**src/rtl/freq_sel_ctrl.sv**
```systemverilog
// Glitch-free select controller for the 16:1 divider output mux.
// Accepts a new tap by request/acknowledge, switches only where both taps are low, then settles.
module freq_sel_ctrl #(
  parameter logic [3:0] RESET_SEL     = 4'd6,
  parameter logic [7:0] SETTLE_CYCLES = 8'd4
) (
  input  logic        Fin,
  input  logic        Reset,
  input  logic [14:0] Div_cnt,
  input  logic        Req,
  input  logic [3:0]  Fsel_req,
  output logic        Ack,
  output logic        Busy,
  output logic        Done,
  output logic [3:0]  Fsel
);

  typedef enum logic [1:0] {
    ST_IDLE   = 2'd0,
    ST_WAIT   = 2'd1,
    ST_SETTLE = 2'd2,
    ST_DONE   = 2'd3
  } state_t;

  // Low k bits set: the counter bits feeding taps 1..k.
  function automatic logic [14:0] tap_mask(input logic [3:0] k);
    logic [15:0] t;
    t = (16'd1 << k) - 16'd1;
    return t[14:0];
  endfunction

  function automatic logic [3:0] max_sel(input logic [3:0] a, input logic [3:0] b);
    return (a > b) ? a : b;
  endfunction

  state_t      state_r, state_s;
  logic [3:0]  fsel_r, fsel_s;
  logic [3:0]  target_r, target_s;
  logic [7:0]  cnt_r, cnt_s;
  logic        ack_r, ack_s;
  logic        busy_r;
  logic        done_r;
  logic [3:0]  k_s;
  logic [14:0] mask_s;
  logic        boundary_s;

  // Changeover is safe on the edge where every tap up to the higher select falls to zero.
  always_comb begin
    k_s        = max_sel(fsel_r, target_r);
    mask_s     = tap_mask(k_s);
    boundary_s = ((Div_cnt & mask_s) == mask_s);
  end

  // Next-state, target capture, select update and settle countdown.
  always_comb begin
    state_s  = state_r;
    fsel_s   = fsel_r;
    target_s = target_r;
    cnt_s    = cnt_r;
    ack_s    = 1'b0;
    case (state_r)
      ST_IDLE: begin
        if (Req) begin
          target_s = Fsel_req;
          ack_s    = 1'b1;
          if (Fsel_req != fsel_r) begin
            state_s = ST_WAIT;
          end else begin
            // Same select: hold one cycle so Done trails Ack by a cycle.
            state_s = ST_SETTLE;
            cnt_s   = 8'd1;
          end
        end else begin
          state_s = ST_IDLE;
        end
      end
      ST_WAIT: begin
        if (boundary_s) begin
          fsel_s = target_r;
          cnt_s  = SETTLE_CYCLES;
          if (SETTLE_CYCLES == 8'd0) begin
            state_s = ST_DONE;
          end else begin
            state_s = ST_SETTLE;
          end
        end else begin
          state_s = ST_WAIT;
        end
      end
      ST_SETTLE: begin
        if (cnt_r <= 8'd1) begin
          cnt_s   = 8'd0;
          state_s = ST_DONE;
        end else begin
          cnt_s   = cnt_r - 8'd1;
          state_s = ST_SETTLE;
        end
      end
      ST_DONE: begin
        state_s = ST_IDLE;
      end
      default: begin
        state_s = ST_IDLE;
      end
    endcase
  end

  // State and registered outputs.
  always_ff @(posedge Fin or posedge Reset) begin
    if (Reset) begin
      state_r  <= ST_IDLE;
      fsel_r   <= RESET_SEL;
      target_r <= 4'd0;
      cnt_r    <= 8'd0;
      ack_r    <= 1'b0;
      busy_r   <= 1'b0;
      done_r   <= 1'b0;
    end else begin
      state_r  <= state_s;
      fsel_r   <= fsel_s;
      target_r <= target_s;
      cnt_r    <= cnt_s;
      ack_r    <= ack_s;
      busy_r   <= (state_s != ST_IDLE);
      done_r   <= (state_s == ST_DONE);
    end
  end

  assign Ack  = ack_r;
  assign Busy = busy_r;
  assign Done = done_r;
  assign Fsel = fsel_r;

endmodule

```
**config.mk**
```make
export PLATFORM = sky130hd
export DESIGN_NAME = freq_sel_ctrl
export DESIGN_NICKNAME = d
export VERILOG_FILES = /design/src/rtl/freq_sel_ctrl.sv
export SDC_FILE = /design/constraint.sdc
export NUM_CORES = 1
export LEC_CHECK = 0
export CAP_MARGIN = 20
export CELL_PAD_IN_SITES_DETAIL_PLACEMENT = 2
export CELL_PAD_IN_SITES_GLOBAL_PLACEMENT = 2
export CORE_MARGIN = 8
export CORE_UTILIZATION = 29
export CTS_CLUSTER_DIAMETER = 100
export CTS_CLUSTER_SIZE = 25
export DETAILED_ROUTE_END_ITERATION = 7
export GPL_ROUTABILITY_DRIVEN = 1
export GPL_TIMING_DRIVEN = 0
export PLACE_DENSITY_LB_ADDON = 0.08
export SLEW_MARGIN = 10
export SYNTH_ARGS = -nofsm -noshare
export SYNTH_HDL_FRONTEND = slang
export SYNTH_SLANG_ARGS = --single-unit
```
**constraint.sdc**
```tcl
create_clock -name Fin -period 4.45 [get_ports Fin]
set_input_delay 0.89 -clock Fin [delete_from_list [all_inputs] [get_ports Fin]]
set_output_delay 0.89 -clock Fin [all_outputs]
set_load 0.05 [all_outputs]
```
### After elaboration in Yosys (flattened, before gate mapping)

Index checks and enable logic that the tools add are counted.

* flip-flop bits (word level): 21
* output and inout port bits: 7

* eq/ne operators: 9
* multiplexer cells: 13
* $add $sub $neg: 2
* bitwise logic cells: 1
* shifts and indexed selects: 1
* $lt $le $gt $ge: 2
* reduce and logical (&&, ||, !) cells: 6

Operator list (count)
* $mux 8: 4
* $pmux 8 s3: 1
* $and 15x15->15: 1
* $eq 15x15->1: 1
* $shl 1x4->15 const A: 1
* $sub 15x1->15 const B: 1
* $le 8x1->1 const B: 1
* $pmux 2 s4: 1
* $sub 8x1->8 const B: 1
* $eq 2x2->1 const B: 3
* $mux 2: 3
* $ne 2x2->1 const B: 3
* $gt 4x4->1: 1
* $mux 4: 1
* $ne 4x4->1: 1
* $reduce_and 2->1: 2
* $reduce_and 4->1: 1
* $mux 1: 3
* $reduce_bool 3->1: 1
* $eq 2x1->1 const B: 1
* $logic_not 2->1: 1
* $reduce_bool 2->1: 1

### Logic depth before layout (Yosys ltp)

* word-level depth: 9
* depth in mapped cells: 21
* mapped depth without buffers: 17

### Least setup slack after synthesis

No wires, ideal clock.

* kind: register to register
* start: reg fsel_r[0] (netlist: Fsel[0])
* end: reg cnt_r[7]
* path buffers: 4
* library setup time: 0.110 ns
* data arrival time: 4.479 ns
* required time: 4.340 ns
* stages on the path, launching flop included: 21
* setup slack: -0.140 ns
* path through: dfrtp_1 -> clkbuf_1 -> inv_1 -> ha_1 -> nand4_2 -> buf_4 -> nor3_1 -> a31oi_1 -> a211oi_1 -> nand2_1 -> ha_1 -> clkbuf_1 -> inv_1 -> nor2_1 -> a311o_1 -> a32oi_1 -> nand4b_1 -> o31a_1 -> or2_0 -> buf_2 -> o41ai_1

* cells in the longest elaborated chain, start to end: 8

Ends and longest elaborated chain
* from (decl): line 37 `logic [3:0] fsel_r, fsel_s;`
* from (signal assigned): line 120 `fsel_r <= fsel_s;`
* $gt 4x4->1: line 33 `return (a > b) ? a : b;`
* $mux 4: line 33
* $shl 1x4->15: line 28 `t = (16'd1 << k) - 16'd1;`
* $sub 15x1->15: line 28
* $and 15x15->15: line 51 `boundary_s = ((Div_cnt & mask_s) == mask_s);`
* $eq 15x15->1: line 51
* $ne 2x2->1 (no source line)
* $reduce_and 4->1 (no source line) (*)
* to (signal assigned): line 122 `cnt_r <= cnt_s;`
* to (decl): line 39 `logic [7:0] cnt_r, cnt_s;`

Every way passes the cells marked *; elsewhere a longest branch is shown, timed or not.
A chain may end at the register's enable or synchronous reset.

### Final worst setup path

* start: reg target_r[2]
* end: reg cnt_r[4]

* cells in the longest elaborated chain, start to end: 8

Ends and longest elaborated chain
* from (decl): line 38 `logic [3:0] target_r, target_s;`
* from (signal assigned): line 121 `target_r <= target_s;`
* $gt 4x4->1: line 33
* $mux 4 (*): line 33
* $shl 1x4->15 (*): line 28
* $sub 15x1->15 (*): line 28
* $and 15x15->15: line 51
* $eq 15x15->1 (*): line 51
* $ne 2x2->1 (no source line) (*)
* $reduce_and 4->1 (no source line) (*)

Marked as above.

==> metrics.md <==
| Metric | Value |
|---|---|
| Post-DRT Antenna Nets | 0 |
| Main area contributors after synthesis | dfrtp_1 22%, ha_1 6.8%, nand2_1 5.1%, a21oi_1 4.8%, nor2_1 4.3% |
| Final Cycle Share | 97.0% |
| Vias in the first global route | 2562 |
| Post-route setup TNS | 0 ns |
| CP Data Arrival Time | approximately 4.5 ns |
| Largest net degree at the start of global routing | 22 |
| CORE AREA | between 7000 and 8000 µm² |
| Post-synth EDFFs | 0 |
| Highest metal used | met4 |
| Starting Density | between 30% and 40% |
| Endpoints failing setup | 0 |
| Crit end category | register |
| I/O pin total | 29 |
| Met3 wire length | 481 µm |
| Critical Path Source | target_r[2]$_DFFE_PP0P_ |
| Cell variety after synth | 65 |
| Hold WC Path Type | register to register |
| Warnings from Yosys | 0 |
| FF-to-FF Start | target_r[2]$_DFFE_PP0P_ |
| CP required | between 4 and 5 ns |
| Via-to-Cell Ratio | between 5 and 6 |
| Max clock buf depth | 2 |
| Clock input transition at the sequential cells of the worst setup and hold paths | 0.08 ns |
| Die ar. | roughly 11000 µm² |
| Top FF cell, synth | dfrtp_1 |
| Die W | 103 µm |
| Aggregate routed wire length | 8.98 mm |
| DR vias | between 2000 and 2500 |
| Post-CTS Hold Buffers | 0 |
| Critical path class | register to register |
| Layout net count | ~360 |
| Cell area after synthesis | approximately 2200 µm² |
| Post-Syn Nets | 316 |
| # rows | 31 |
| Post-synthesis register bit count | 21 |
| GPL Wtd Cong | between 0.8 and 0.9 |
| Placed cells | between 400 and 500 |
| Ys async rst share | 100% |
| Max-slew violation count | 0 |
| DRC viols | 0 |
| H-tree levels | 1 |
| Hpwl dp | a little under 7 mm |
| Syn_area_per_cell | 7.79 µm² |
| Met2 routed wirelength | 4.20 mm |
| Max-slew headroom | just over 30% |
| Worst-Margin Slew | about 1.0 ns |
| Max_cap viols | 0 |
| Final hold vios | 0 |
| First-pass GRT wire length | 14.3 mm |
| Maximum fanout along the worst path | 8 |
| Fin crit period | around 4.3 ns |
| Ant diodes | 0 |
| CTS buffer count | 3 |
| Cells after Synth | 282 |
| Final cell count without fillers | about 420 |
| Fillers | roughly 860 |
| Setup Skew | approximately 0.0032 ns |
| CTS root buffer | clkbuf_8 |
| Sequential area share after synthesis | between 20% and 30% |
| Max Clock Freq | between 200 and 250 MHz |
| Avg WL per Cell | around 21 µm |
| CTS sink cnt | 21 |
| Hold path startpoint | cnt_r[6]$_DFFE_PP0P_ |
| PortBufs | 28 |
| Total track usage | about 17% |
| Clock latency on the worst-skew pair | ~0.27 ns |
| Reg2reg setup slack | around 0.14 ns |
| Startpoint types | register |
| Status | finished clean |
| Die span in y | a little over 100 µm |
| CTS tree | built |
| Grt total ovfl | 0 |
| Share of cells above drive strength 1 | a little under a fifth |
| Drt first pass iters | 4 |
| Synth-to-layout area growth | 30.8% |
| First DRT Iteration DRCs | about 150 |
| Share of the synthesized area in the top cell type | 21.7% |
| Initial antenna violation count | 0 |
| Metal-1 WL | roughly 4.3 mm |
| Yosys top cell by area | dfrtp_1 |
[kinds of logic (layout without fill, tap and decap cells)]
family	after synthesis	in the layout	share of synthesized area, %
and+or+nand+nor	104	104	24.0
AOI/OAI and AO/OA	89	89	29.4
buffers and inverters	39	79	7.41
DFF	21	21	24.0
adders and majority gates	12	12	6.84
muxes	11	11	5.87
xor gates and xnor gates	6	6	2.39
[final timing paths]
check / endpoint / cells after the start
worst max-delay path: cnt_r[4]$_DFFE_PP0P_ / 18
worst min-delay path: cnt_r[6]$_DFFE_PP0P_ / 2
worst max register to register: cnt_r[4]$_DFFE_PP0P_ / 18
worst min register to register: cnt_r[6]$_DFFE_PP0P_ / 2
max in group asynchronous: Fsel[0]$_DFFE_PP0P_ / 2
min in group asynchronous: Ack$_DFF_PP0_ / 2
[synth_stat cells (3+ instances only)]
library cell,instances
nand4_1,4
a21oi_1,21
nor4_1,6
inv_1,19
a21o_1,3
a32oi_1,3
xor2_1,4
nor3_1,13
buf_2,4
nand4b_1,3
o211ai_1,6
nand3_1,8
clkbuf_1,13
o31ai_1,8
o21ai_0,13
dfrtp_1,19
ha_1,12
nor2_1,25
buf_4,3
mux2i_1,5
mux2_2,3
o41ai_1,3
nand2_1,30
[flip-flops by register name, summed over array words and instances (netlist names)]
register  flops
Ack           1
Fsel          4
Done          1
Busy          1
state_r       2
cnt_r         8
target_r      4
[metrics by stage]
stage	worst slack, ns	util [%]	hold WS (ns)	cell area, µm²
final	0.136	39.4	0.506	2870
after global routing	-0.0358	39.4	0.544	2870
after CTS	0.00983	37.8	0.509	2760
after detailed placement	-1.00	35.7	0.490	2600
after global placement	-0.883	35.7	0.486	2600
after floorplan	0.0965	-	0.454	2200
[layout by cell type (no fill, tap or decap), types with 4 or more instances in the layout]
| cell type | Yosys | routed |
|---|---|---|
| o211ai_1 | 6 | 6 |
| buf_2 | 4 | 4 |
| buf_4 | 3 | 13 |
| inv_1 | 19 | 16 |
| clkbuf_1 | 13 | 8 |
| o31ai_1 | 8 | 7 |
| nor3_1 | 13 | 12 |
| ha_1 | 12 | 8 |
| dfrtp_1 | 19 | 16 |
| clkdlybuf4s50_1 | 0 | 28 |
| xor2_1 | 4 | 4 |
| nor2_1 | 25 | 25 |
| mux2i_1 | 5 | 5 |
| nand3_1 | 8 | 8 |
| a21oi_1 | 21 | 20 |
| nand2_1 | 30 | 30 |
| o21ai_0 | 13 | 12 |
| nand4_1 | 4 | 4 |
| nor4_1 | 6 | 6 |
| ha_4 | 0 | 4 |
[layer usage]
metal  track usage [%]  vias up
li1                  -     1133
met1              24.4     1228
met2              27.6       50
met3              3.44        5
met4              1.33        0
met5                 0        -
[what timing repair did]
action / CTS / global route
gates resized for setup: 17 / 14
gates cloned: 0 / 0
setup endpoints to repair: 15 / 14
buffers inserted: 6 / 5
pin swaps: 2 / 5
[worst max-delay path, cell delays in order, from the launching register on]
cell and delay (ns):
dfrtp_2 0.40, clkinvlp_4 0.17, ha_4 0.33, buf_4 0.13
o211ai_4 0.09, buf_6 0.15, buf_12 0.13, a21o_1 0.20
a211oi_2 0.18, nand2_1 0.13, ha_4 0.22, or4_1 0.51
and4_1 0.18, a32oi_2 0.21, nand4_1 0.18, o31a_1 0.29
or2_0 0.20, buf_2 0.19, o41ai_2 0.32
[cell type report]
cell class                 instances  area (µm²)  share of cell area (%)
clock buffer                       3        41.3                    1.44
multi-input combinational        222        1630                    56.7
buffer                            17        88.8                    3.09
tap                               99         124                    4.31
timing repair buffer              39         375                    13.1
sequential                        21         532                    18.5
inverter                          19        77.6                    2.70
clock inverter                     1        5.00                   0.174
Power is not shown: default switching activity piles up to over one toggle a cycle in this logic, so the estimate is an artifact.
